<file path="config.mk">
export PLATFORM = sky130hd
export DESIGN_NAME = stream_arb
export DESIGN_NICKNAME = d
export VERILOG_FILES = /design/src/rtl/stream_pkg.sv /design/src/rtl/stream_arb_rr_pick.sv /design/src/rtl/stream_arb.sv
export SDC_FILE = /design/constraint.sdc
export NUM_CORES = 1
export LEC_CHECK = 0
export ABC_AREA = 1
export BUFFER_PORTS_ARGS = -buffer_cell sky130_fd_sc_hd__clkbuf_2
export CAP_MARGIN = 40
export CORE_AREA = 5 5 69 71
export CTS_CLUSTER_DIAMETER = 120
export CTS_CLUSTER_SIZE = 14
export DETAILED_ROUTE_END_ITERATION = 8
export DIE_AREA = 0 0 74 76
export HOLD_SLACK_MARGIN = 0.08
export PLACE_DENSITY = 0.83
export SLEW_MARGIN = 30
export SYNTH_ARGS = -nofsm -noshare
export SYNTH_HDL_FRONTEND = slang
export SYNTH_SLANG_ARGS = --single-unit
</file>
<file path="constraint.sdc">
create_clock -name clk -period 3.8 [get_ports clk]
set_input_delay 0.57 -clock clk [delete_from_list [all_inputs] [get_ports clk]]
set_output_delay 0.57 -clock clk [all_outputs]
set_load 0.005 [all_outputs]
</file>
<file path="src/rtl/stream_pkg.sv">
// Shared types and defaults for the stream arbiter slice.
package stream_pkg;

    typedef enum logic {
        IDLE = 1'b0,
        XFER = 1'b1
    } arb_state_t;

    localparam int unsigned MAX_BEATS_DEF = 16;

endpackage

</file>
<file path="src/rtl/stream_arb_rr_pick.sv">
// Round-robin picker: first asserted request at or above ptr, wrapping modulo N.
module rr_pick #(
    parameter int unsigned N  = 4,
    parameter int unsigned PW = (N > 1) ? $clog2(N) : 1
) (
    input  logic [N-1:0]  req,
    input  logic [PW-1:0] ptr,
    output logic [N-1:0]  grant,
    output logic          any
);

    logic          found;
    logic [PW-1:0] idx;

    always_comb begin
        grant = '0;
        found = 1'b0;
        idx   = '0;
        any   = |req;
        for (int unsigned i = 0; i < N; i++) begin
            idx = PW'((32'(ptr) + i) % N);
            if (!found && req[idx]) begin
                grant[idx] = 1'b1;
                found      = 1'b1;
            end
        end
    end

endmodule

</file>
<file path="src/rtl/stream_arb.sv">
// Packet-granular round-robin stream arbiter with registered output stage
// and forced termination of over-long packets.
module stream_arb
    import stream_pkg::*;
#(
    parameter int unsigned NUM_SRC   = 4,
    parameter int unsigned DATA_W    = 8,
    parameter int unsigned MAX_BEATS = MAX_BEATS_DEF
) (
    input  logic                      clk,
    input  logic                      rst,
    input  logic [NUM_SRC*DATA_W-1:0] s_tdata,
    input  logic [NUM_SRC-1:0]        s_tvalid,
    input  logic [NUM_SRC-1:0]        s_tlast,
    output logic [NUM_SRC-1:0]        s_tready,
    output logic [DATA_W-1:0]         m_tdata,
    output logic                      m_tvalid,
    output logic                      m_tlast,
    input  logic                      m_tready,
    output logic [NUM_SRC-1:0]        grant,
    output logic                      busy,
    output logic [7:0]                pkt_count,
    output logic                      err_trunc
);

    localparam int unsigned PW = $clog2(NUM_SRC);
    localparam int unsigned CW = $clog2(MAX_BEATS) + 1;

    arb_state_t        state;
    logic [PW-1:0]     ptr;
    logic [CW-1:0]     beat_cnt;

    logic [NUM_SRC-1:0] pick_grant;
    logic               pick_any;
    logic [PW-1:0]      gidx;
    logic [DATA_W-1:0]  sel_data;
    logic               sel_last;
    logic               out_free;
    logic               accept;
    logic               max_hit;
    logic               release_pkt;

    rr_pick #(
        .N  (NUM_SRC),
        .PW (PW)
    ) u_pick (
        .req   (s_tvalid),
        .ptr   (ptr),
        .grant (pick_grant),
        .any   (pick_any)
    );

    // Decode the registered one-hot owner into an index and its lane.
    always_comb begin
        gidx     = '0;
        sel_data = '0;
        for (int unsigned i = 0; i < NUM_SRC; i++) begin
            if (grant[i]) begin
                gidx     = gidx | PW'(i);
                sel_data = sel_data | s_tdata[i*DATA_W +: DATA_W];
            end
        end
    end

    assign sel_last    = |(s_tlast & grant);
    assign out_free    = !m_tvalid || m_tready;
    assign s_tready    = busy ? (grant & {NUM_SRC{out_free}}) : '0;
    assign accept      = |(s_tvalid & s_tready);
    assign max_hit     = (beat_cnt == CW'(MAX_BEATS - 1));
    assign release_pkt = accept && (sel_last || max_hit);

    always_ff @(posedge clk or posedge rst) begin
        if (rst) begin
            state     <= IDLE;
            busy      <= 1'b0;
            grant     <= '0;
            ptr       <= '0;
            beat_cnt  <= '0;
            m_tdata   <= '0;
            m_tvalid  <= 1'b0;
            m_tlast   <= 1'b0;
            pkt_count <= '0;
            err_trunc <= 1'b0;
        end else begin
            err_trunc <= 1'b0;

            if (accept) begin
                m_tdata  <= sel_data;
                m_tvalid <= 1'b1;
                m_tlast  <= sel_last || max_hit;
            end else if (m_tready) begin
                m_tvalid <= 1'b0;
            end

            case (state)
                IDLE: begin
                    if (pick_any) begin
                        grant    <= pick_grant;
                        beat_cnt <= '0;
                        busy     <= 1'b1;
                        state    <= XFER;
                    end
                end
                XFER: begin
                    if (accept) begin
                        beat_cnt <= beat_cnt + 1'b1;
                    end
                    if (release_pkt) begin
                        ptr       <= (gidx == PW'(NUM_SRC - 1)) ? '0 : gidx + 1'b1;
                        pkt_count <= pkt_count + 8'd1;
                        err_trunc <= !sel_last;
                        grant     <= '0;
                        busy      <= 1'b0;
                        state     <= IDLE;
                    end
                end
                default: begin
                    grant <= '0;
                    busy  <= 1'b0;
                    state <= IDLE;
                end
            endcase
        end
    end

endmodule

</file>
# --- After elaboration in Yosys (flattened, before gate mapping) ---
# Cells that the tools add are included.
totals:
  output_inout_bits: 28
  regBits: 32
  in_bits: 43
classes:
  n_eq_ne: 5
  n_lt_le_gt_ge: 8
  n_mux: 48
  n_bitwise: 10
  add_sub_neg: 6
  n_reduce_logical: 22
op_table:
  columns: ["cell", "count"]
  rows:
  - ["2-to-1 mux 8 bit", 4]
  - ["2-to-1 mux 4 bit", 7]
  - ["bitwise OR 8 bit", 3]
  - ["2-to-1 mux 1 bit", 20]
  - ["AND 4 bit", 3]
  - ["less-than comparator 2 x 3 -> 1 bit, second input constant", 4]
  - ["bitwise OR 4 bit", 3]
  - ["OR reduction 4 bit", 3]
  - ["2-to-1 mux 5 bit", 2]
  - ["one-hot mux 5 bit (2 select lines)", 1]
  - ["adder 8 x 1 -> 8 bit, second input constant", 1]
  - ["binary-select mux 1 bit (select 2 bit)", 4]
  - ["demux 1 bit (select 2 bit)", 4]
  - ["greater-or-equal comparator 2 x 1 -> 1 bit, second input constant", 4]
  - ["logical AND 1 bit", 8]
  - ["one-hot mux 4 bit (2 select lines)", 1]
  - ["2-to-1 mux 2 bit", 3]
  - ["AND reduction 2 bit", 3]
  - ["adder 5 x 1 -> 5 bit, second input constant", 1]
  - ["equality test 5 x 4 -> 1 bit, second input constant", 1]
  - ["logical NOT 1 bit", 5]
  - ["adder 2 x 1 -> 2 bit, second input constant", 2]
  - ["adder 2 bit, second input constant", 2]
  - ["inequality test 2 x 1 -> 1 bit, second input constant", 2]
  - ["6 further kinds", 8]

# --- Depth between registers and ports, before layout ---
# Gate-level depths: netlist of the first run.
depth:
  depth_word: 14
  mapped_depth: 12

# --- Modules after synthesis ---
# A second synthesis of the first run with hierarchy kept.
hier_totals:
  hier_cells: 298
  hier_area_um2: 2189.6
modules_own_cells:
  columns: ["module", "n_inst", "area_per_inst_um2", "cells_per_inst"]
  rows:
  - ["stream_arb", 1, 1784.2, 224]
  - ["rr_pick", 1, 405.4, 74]

# --- Least setup slack after synthesis of the first run ---
# OpenSTA, ideal clock, no wires.
synth_timing:
  path_type: "reg2reg"
  from: "register ptr[1]"
  to: "register grant[2]"
  required_time_ns: 3.734
  synth_period_minus_slack_ns: 1.650
  path_stages_with_launch: 12
  t_arrival_ns: 1.584
  setup_time_ns: 0.066
  slack_ns: 2.150
  path_cell_list: "dfrtp_1 -> inv_1 -> ha_1 -> inv_1 -> nand3_1 -> nand2_1 -> nand2_4 -> nor2_4 -> nand2_1 -> nand3_1 -> nand2_1 -> nand2_1"
synth_between:
  elab_chain_len: 14
  elab_cells_between_ends: 49
  cone_classes: "3 x add/sub; 8 x order compare; 25 x mux; 3 x bitwise; 10 x reduce/logical"
synth_rtl:
  columns: ["element", "line", "text"]
  rows:
  - ["start: declaration", "stream_arb.sv:30", "logic [PW-1:0] ptr;"]
  - ["start signal: assignment", "stream_arb.sv:109", "ptr <= (gidx == PW'(NUM_SRC - 1)) ? '0 : gidx + 1'b1;"]
  - ["branches (longest 11 deep; another with less-than comparator 2 x 3 -> 1 bit)", null, null]
  - ["2-to-1 mux 4 bit (*)", "stream_arb_rr_pick.sv:22", "if (!found && req[idx]) begin"]
  - ["2-to-1 mux 4 bit (*)", "stream_arb.sv:97", "if (pick_any) begin"]
  - ["one-hot mux 4 bit (2 select lines) (*)", "stream_arb.sv:95", "case (state)"]
  - ["end signal: assignment", "stream_arb.sv:98", "grant <= pick_grant;"]
  - ["end: declaration", "stream_arb.sv:20", "output logic [NUM_SRC-1:0] grant,"]
# Every way passes the cells marked *. The select of a mux whose other input is x is not followed.
# A chain may end at the register's enable or synchronous reset.

# --- Worst setup path after layout of the first run ---
layout_timing:
  from: "register grant[1]"
  to: "output s_tready[1]"
layout_between:
  elab_chain_len: 2
layout_rtl:
  columns: ["element", "line", "text"]
  rows:
  - ["AND 4 bit", "stream_arb.sv:67", "assign s_tready = busy ? (grant & {NUM_SRC{out_free}}) : '0;"]
  - ["2-to-1 mux 4 bit", "stream_arb.sv:67", null]
  - ["end: declaration", "stream_arb.sv:15", "output logic [NUM_SRC-1:0] s_tready,"]
# Every way passes these cells.

==> results of run 1 <==
-- final cells by class --
class | count | area, um^2
multi-input combinational | 218 | 1175
clock buffer | 5 | 68.82
tap | 52 | 65.06
timing repair buffer | 71 | 357.8
inverter | 26 | 100.1
clock inverter | 3 | 42.54
sequential | 32 | 800.8
fill | 369 | 1564
-- layout by cell type (no fill, tap or decap), types with 2 or more instances in the layout --
cell	n
nand4_1	6
dfrtp_1	32
nand3_1	33
xnor2_1	6
nor2_4	4
nand3_4	2
clkbuf_8	5
nor2_1	6
o21ai_0	14
clkbuf_2	70
nand2_2	7
a21oi_1	3
ha_1	10
inv_2	2
nor3_1	3
nand2_1	107
xor2_1	2
inv_1	22
a221oi_1	8
nand2_4	3
o22ai_1	2
-- worst max-delay path by stage --
stage	startpoint	endpoint	slack, ps	depth (start not counted)
finish	grant[1]$_DFFE_PP0P_	s_tready[1]	1740	3
global route	ptr[0]$_DFFE_PP0P_	grant[2]$_DFFE_PP0P_	1670	11
CTS	grant[3]$_DFFE_PP0P_	s_tready[3]	1750	3
detailed placement	ptr[0]$_DFFE_PP0P_	grant[1]$_DFFE_PP0P_	1900	11
global placement	m_tready	s_tready[3]	1970	6
floorplan	ptr[1]$_DFFE_PP0P_	grant[2]$_DFFE_PP0P_	2150	11
-- cell usage after synthesis (all sizes together) --
master  count  area (um^2)
nand2     117        479.2
clkbuf      1        3.750
xor2        2        17.52
buf         6        42.54
inv        25        96.34
nand4       6        37.54
a221oi      8        70.07
o21ai      15        75.07
nand3b      1        7.510
nor2       10        67.56
dfrtp      32        800.8
ha         10        125.1
xnor2       6        52.55
clkinv      1        3.750
nand3      35        200.2
nor3        3        15.01
a21oi       3        15.01
o22ai       2        12.51
-- registers in the layout, indices dropped and copies added, names as in the netlist --
name	flops
m_tdata	8
grant	4
busy	1
m_tlast	1
m_tvalid	1
err_trunc	1
state	1
beat_cnt	5
pkt_count	8
ptr	2
-- through the flow --
stage	hold slack, ps	setup slack (ps)	utilization (%)
2_1_floorplan	463.8	2150	-
3_3_place_gp	466.8	1968	59.86
3_5_place_dp	475.9	1896	59.86
4_1_cts	355.9	1747	62.53
5_1_grt	397.6	1665	62.53
6_report	340.3	1742	62.53
-- report_power, final --
part	switching (W)	total, W	internal (W)	leakage (nW)
Combinational	0.000528	0.000861	0.000333	0.992
Sequential	0.000154	0.000598	0.000443	0.416
Clock	0.000132	0.000326	0.000194	0.0541
Total	0.000815	0.00179	0.000970	1.46
-- kinds of logic after synthesis --
group | count (synthesis)
AOI/OAI and AO/OA | 28
buffers and inverters | 33
DFF | 32
adders and majority gates | 10
and+or+nand+nor | 172
xor gates and xnor gates | 8
-- layer usage --
layer  global-route usage [%]  up-vias  share of wire [%]
met5                        0        -                  0
met4                    7.428        0                2.1
met3                    5.541       15                9.6
met2                    31.47       86                 47
met1                    25.33      994                 42
li1                         -     1068                  -
==> results.txt, run 1 <==
The flow ran to the end, and the final reports show no timing, DRC or antenna violations. The worst setup path is captured at a primary output. The logs give 0 for the remaining global-route overflow and 0.8778 for the last weighted congestion value of the routability-driven placer. Among all stages on the critical path, the largest delay is contributed by dfrtp_1. In the final routed layout, each cell accounts on average for 13.26 um. The power density normalized to cell area came out at 683.9 mW/mm^2.

The tools report the initial antenna violation count as 0. Once placement finished, the instance area stood at 0.002499 mm^2. The final routed DRC violation total is 0. In this run the vertical extent of the chip is 76 um. For the number of setup violations in the final report, the log shows 0. Setup repair after global routing left no endpoint under its margin. The run gives 24 as the number of rows created at floorplan. The setup check on the worst reg-to-reg path leaves a slack of 1810 ps.

In the finished design, the share of the clock period the worst path needs comes to 54.15%. The cell leakage power was 1.462 nW; the number of nets still failing antenna checks after routing was 0. The arithmetic-cell share of the synthesized area counting full adders, half adders and majority gates was 5.896%; the worst voltage drop across the vdd grid was 375.3 uV. The detailed-route vias per instance was 5.314; the wire length after detailed routing was 5395 um. Counting every net in the synthesized netlist gives 336. For the worst-skew pair, the clock arrives at the later sink with an insertion delay of 290 ps. The number of I/O port buffers came out at 70. The tools report the number of distinct library cell variants in the gate-level netlist after synthesis as 26. STA classifies the critical path startpoint as a flip-flop. By startpoint and endpoint, the worst setup path is classified as flip-flop to primary output.

The arrival time of data at the critical path endpoint was 1490 ps. The logs give 1991 for the via count of the first global-routing pass and 0 for the max-cap check violation count. For the total count of hold-check failures in the final report, the log shows 0. After synthesis the netlist holds a flip-flop and latch count of 32. Including well taps, the total number of placed cells is 399. The total area inside the core boundary comes to 0.004174 mm^2. The type of the tightest min-delay check was input port to async pin. The number of warnings issued by yosys is 0, and the clock tree skew after final layout is 5.300 ps. The signal on the critical path passes through inv_1 -> nor3_1 -> clkbuf_2.

In this run the post-CTS setup repair buffer count came out at 0. For the maximum level of the CTS H-tree, the log shows 2. The post-layout total power came out at 0.001785 W.

The detailed placer's ending HPWL is 3995 um. The endpoint identified for the worst register-to-register timing path is grant[2]$_DFFE_PP0P_. Clock-pin slew was measured on the worst setup and hold paths at 70 ps. For the number of cells upsized or downsized after cts, the log shows 0.

For this configuration, the core starts out at a cell density of 50.84%. Clock tree synthesis found a total of 32 sinks. The number of max-slew violations in the final report came out at 0.

Across all layers, the routed design uses 2163 vias. The full die area was 0.005624 mm^2; the fraction of synthesized cell area in xor and xnor cells was 3.302%. The relative area change from synthesis to final layout was 23.00%; the final setup TNS was 0 ps. Pin placement for this block handled 71 I/O pins. The share of layout cells above drive strength 1 works out to 27.61%.

Measured along the x axis, the die boundary spans 74 um. Clock tree synthesis inserted a total of 5 buffers. Together, buffers and inverters on the worst path number 2. Post-synthesis sequential area ratio: 37.74%. The cell type group with the largest total delay on the critical path was flip-flops. Counting cells, the worst reg-to-reg path comes to 11. For the antenna diode count, the log shows 0. The compound-cell area share of the yosys netlist is 8.137%, and the pin count of the biggest net entering global routing is 31.

Summing all non-filler instances in the final layout gives an area of 0.002610 mm^2. Measured against the total synthesized area, the mux share comes to 0%. The number of hold buffers added after CTS was 0. Synthesis handed over a netlist of 283 instances. For this run, the slowest stage of the critical path takes 690 ps. The tools report the first-pass GRT wire length as 8976 um. Leaving out filler cells and counting taps, the final layout contains 407. The worst path in the final design needs a cycle of 2058 ps, including I/O delays and setup.

The number of iterations in the first detailed-routing pass is 4. Across every metal layer, demand over resource in global routing totals 19.85%. Based on the critical path, the design can be clocked at up to 0.4860 GHz.

Averaged over all synthesized cells, the footprint is 7.498 um^2. Of all nets on the critical path, the largest fanout is 15. TritonCTS built the clock tree. For this block, the initial DRC count from the detailed router was 152. Critical register-to-register path startpoint: ptr[0]$_DFFE_PP0P_. The simple-gate share of the synthesized area came out at 38.03%.

The transition at the pin with the smallest max-transition slack works out to 614.3 ps. After synthesis, the largest family of logic cells by area is simple AND/OR/NAND/NOR gates. For the data required time at the worst endpoint, the log shows 3230 ps. The root buffer cell was clkbuf_8. Count of nets after finishing: 407. The run gives 2 as the buffer depth of the longest clock path.

For the post-synth design cell area, the log shows 0.002122 mm^2. Max-slew headroom at the worst pin: 58.99%.
(Power assumes the default switching activity.)
==> run 2: changes to the inputs <==
- ABC_AREA: 1 -> 0
- CORE_AREA: 5 5 69 71 -> 5 5 72 74
- DIE_AREA: 0 0 74 76 -> 0 0 77 79
- PLACE_DENSITY: 0.83 -> 0.74
- clock period: 3.8 -> 1.75 ns (I/O delays scaled with it)
==> run 2 against run 1 <==
The run now ends with negative setup slack left. Routed wire length is 2.4% lower. Register-to-register slack lost 1900 ps. Clock power grew 140%. Via count is 13% lower. Critical path depth grew 4. Non-clock buffer count is 32 higher. Count of clock-buffer cells in the layout rose by 2. Worst hold slack got worse by 60 ps. Sequential cell count stayed put. Final cell count down 14%. Critical path type is now flip-flop to flip-flop.
==> results.txt, run 2 <==
The run finished, with violations left. The checks that failed: negative setup slack. The post-synth design cell area was 0.001908 mm^2 (-10%); the clock-pin transition on the worst setup and hold timing paths was 70 ps (about the same). The first-pass GRT wire length is 8583 um (-4.4%), and the wire length after detailed routing is 5268 um (-2.4%). The max-cap check violation count was 0 (unchanged). The number of nets produced by synthesis is 250 (-26%), and the power density normalized to cell area is 1703 mW/mm^2 (+150%). The full die area came out at 0.006083 mm^2 (+8.2%). The power spent charging and discharging nets came out at 0.001837 W (+130%). Count of nets after finishing: 349 (-14%). The number of rows created at floorplan was 25 (+4.2%).

Sorting the synthesized cells by area gives the leading types as dfrtp_1, ha_1, a221oi_1, o21ai_0, a22o_1. The number of I/O port buffers came out at 70 (unchanged). The last weighted congestion value of the routability-driven placer is 0.8676 (-1.2%). Largest driver fanout on the critical path: 6 (-9). The post-synthesis area per instance works out to 9.686 um^2 (+29%). The global-route usage over all layers was 17.37% (-2.5 points).

The CTS buffer count came out at 5 (unchanged). For the data required time at the worst endpoint, the log shows 1960 ps (-1270 ps). The logs give 41.97% (+4.2 points) for the post-synthesis sequential area ratio and 0.002519 mm^2 (+0.80%) for the placed instance area.

The number of nets still failing antenna checks after routing was 0 (unchanged). The tools report the effective utilization at floorplan as 42.07% (-8.8 points). Leaving out fill and tap cells, the most frequent cell in the layout is clkbuf_2.

For the initial antenna violation count, the log shows 0 (unchanged). The die height came out at 79 um (+3.9%). The total clock sinks came out at 32 (unchanged). Cell internal power dissipation: 0.002809 W (+190%).

The top cell type's share of synthesized area is 41.97% (+4.2 points). For the arrival time of data at the critical path endpoint, the log shows 2080 ps (+590 ps). For the multi-input combinational cell area, the log shows 0.001101 mm^2 (-6.3%).

The run gives 803.3 um^2 (+0.31%) as the sequential standard cell area. The logs give 66.24% (+7.3 points) for the max-slew headroom at the worst pin and 0 (unchanged) for the total count of hold-check failures in the final report. The path class of the tightest hold or removal check is input port to flip-flop. STA classifies the critical path startpoint as a flip-flop. The number of setup violations in the final report was 4 (+4). The critical path is of the flip-flop to flip-flop type. The number of iterations in the first detailed-routing pass came out at 5 (+1). Summed over all instances, the cell type with the most area after synthesis is dfrtp_1. Subtracting the final worst setup slack from the clock period gives 1866 ps.

For the relative contribution of the clock network to total power, the log shows 16.7% (-1.6 points). The run gives 0 (unchanged) as the remaining global-route overflow. The library cells used most frequently in the layout, excluding fill and tap cells, are clkbuf_2, buf_4, dfrtp_1, nand2_1, o21ai_0. The tools report the final routed DRC violation total as 0 (unchanged).

By count the netlist is led by dfrtp_1, nand2_1, o21ai_0. The number of synthesized flops with an enable pin is 0 (unchanged), and the buffer depth of the longest clock path is 2 (unchanged). For the number of distinct library cell variants in the gate-level netlist after synthesis, the log shows 46 (+77%). The filler cell count is 381 (+3.3%), and the relative area change from synthesis to final layout is 42.95%.

The final critical-path share of the clock period is 106.6%. Wire length per cell after detailed routing: 15.01 um (+13%). The share of layout cells above drive strength 1 was 44.44% (+17 points). The via count of the first global-routing pass is 1835 (-7.8%). Yosys instantiated no cell more often than dfrtp_1.

STA classifies the critical path endpoint as a flip-flop. Pin count of the biggest net entering global routing: 33 (+6.5%). The number of synthesized register bits is 32 (unchanged). The largest registers in the layout are m_tdata x8, pkt_count x8, beat_cnt x5. The logs give 0 (unchanged) for the number of warnings issued by yosys and 197 (-30%) for the synthesized instance count. The detailed-route vias per instance came out at 5.376 (+1.2%). The logs give 60.14% (-2.4 points) for the final standard cell utilization of the core and 290 ps (about the same) for the source-to-sink clock delay at the later pin of the worst-skew pair. The number of violations reported at the end of detailed-routing iteration 0 is 130 (-14%).

The total number of vias was 1887 (-13%); the detailed placer's ending HPWL was 4030 um (+0.90%). The share of flip-flops with an asynchronous set or reset came out at 100.0% (unchanged). The antenna diode count is 0 (unchanged). The switching fraction of total power is 39.54% (-6.1 points), and the maximum clock frequency is 0.5359 GHz. The overall die width works out to 77 um (+4.1%). The clock tree skew after final layout came out at 3.786 ps (-1.514 ps). The area inside the core boundary is 0.004536 mm^2 (+8.7%), and the worst voltage drop across the vdd grid is 547.9 uV (+46%). The transition at the pin with the smallest max-transition slack was 501.1 ps (-113.2 ps).

Setup repair after global routing could not meet its margin everywhere. Cell leakage power: 1.371 nW (-6.2%). In the synthesized netlist the dominant register cell turns out to be dfrtp_1.

For the portion of total power attributed to combinational logic, the log shows 55.6% (+7.4 points). The total non-filler cell area in the finished layout came out at 0.002728 mm^2 (+4.5%). TritonCTS built the clock tree. Post-route worst setup slack: -116.2 ps (-1859 ps). Root buffer cell: clkbuf_8. For the maximum level of the CTS H-tree, the log shows 2 (unchanged).

The sequential share of power is 27.7% (-5.8 points), and the I/O pin count is 71 (unchanged). The tools report the number of max-slew violations in the final report as 0 (unchanged).
## run 2: per-layer routing
| layer | routed length [um] | GRT usage (%) | vias to the layer above |
|---|---|---|---|
| met5 | 0 | 0 | - |
| met3 | 469 | 6.576 | 8 |
| met2 | 2536 | 28.61 | 72 |
| met1 | 2175 | 20.75 | 874 |
| met4 | 86 | 6.186 | 0 |
| li1 | - | - | 933 |
## run 2: per-stage QoR
stage	worst slack (ps)	setup TNS, ps	hold WS, ps	total power [W]	std cells
finish	-116.2	-404.8	280.4	0.004646	351
global route	-195.9	-913.5	279.4	0.005025	351
CTS	-110.1	-428.6	275.2	0.004530	349
detailed placement	-98.32	-380.5	347.7	0.003709	340
global placement	-48.40	-190.2	341.9	0.003641	340
floorplan	-172.1	-688.3	378.6	0.002678	197
## run 2: layout make-up
type | instances | area share (%)
clock buffers | 7 | 3.532
clock inverters | 1 | 1.101
inverters | 6 | 0.9174
multi-input cells | 148 | 40.37
flip-flops and latches | 32 | 29.45
well taps | 54 | 2.477
repair buffers | 103 | 22.16
## run 2: worst paths after layout
path                                           from                  endpoint  slack [ps]  cells after the start
max                              ptr[0]$_DFFE_PP0P_      grant[1]$_DFFE_PP0P_        -120                      7
min                                      s_tlast[1]       err_trunc$_DFF_PP0_         280                      3
max reg2reg                      ptr[0]$_DFFE_PP0P_      grant[1]$_DFFE_PP0P_        -120                      7
min reg2reg                pkt_count[7]$_DFFE_PP0P_  pkt_count[7]$_DFFE_PP0P_         470                      1
max in group asynchronous                       rst        ptr[0]$_DFFE_PP0P_         840                      4
min in group asynchronous                       rst    m_tdata[1]$_DFFE_PP0P_         600                      4
## run 2: kinds of logic (layout without fill, tap and decap cells)
logic type	after synthesis	count (layout)	share of synthesized area [%]
XOR/XNOR	8	8	3.672
multiplexers	3	3	1.639
flip-flops	32	32	41.97
adder cells (fa/ha/maj)	10	10	6.557
AO/OA/AOI/OAI	65	65	24.79
buffers and inverters	17	117	4.000
AND/OR/NAND/NOR	62	62	17.38
## run 2: timing repair
item,in CTS,in global routing
buffers inserted,0,2
hold buffers,1,0
resized for setup,5,9
pin swaps,2,3
setup endpoints to repair,8,14
hold endpoints to repair,32,0
gates cloned,0,0
## run 2: power groups by stage
stage	sequential (W)	combinational, W	clock (W)
floorplan	0.00132	0.00136	0
global placement	0.00127	0.00237	0
detailed placement	0.00128	0.00242	0
CTS	0.00127	0.00246	0.000796
global route	0.00133	0.00286	0.000837
finish	0.00129	0.00258	0.000778
## run 2: critical path, stage by stage, from the launching register on
cell and delay, ps:
dfrtp_2 410, inv_2 80, ha_4 220, or3b_1 350
a2111o_1 380, nand2_2 100, a22oi_1 100, a21oi_1 170
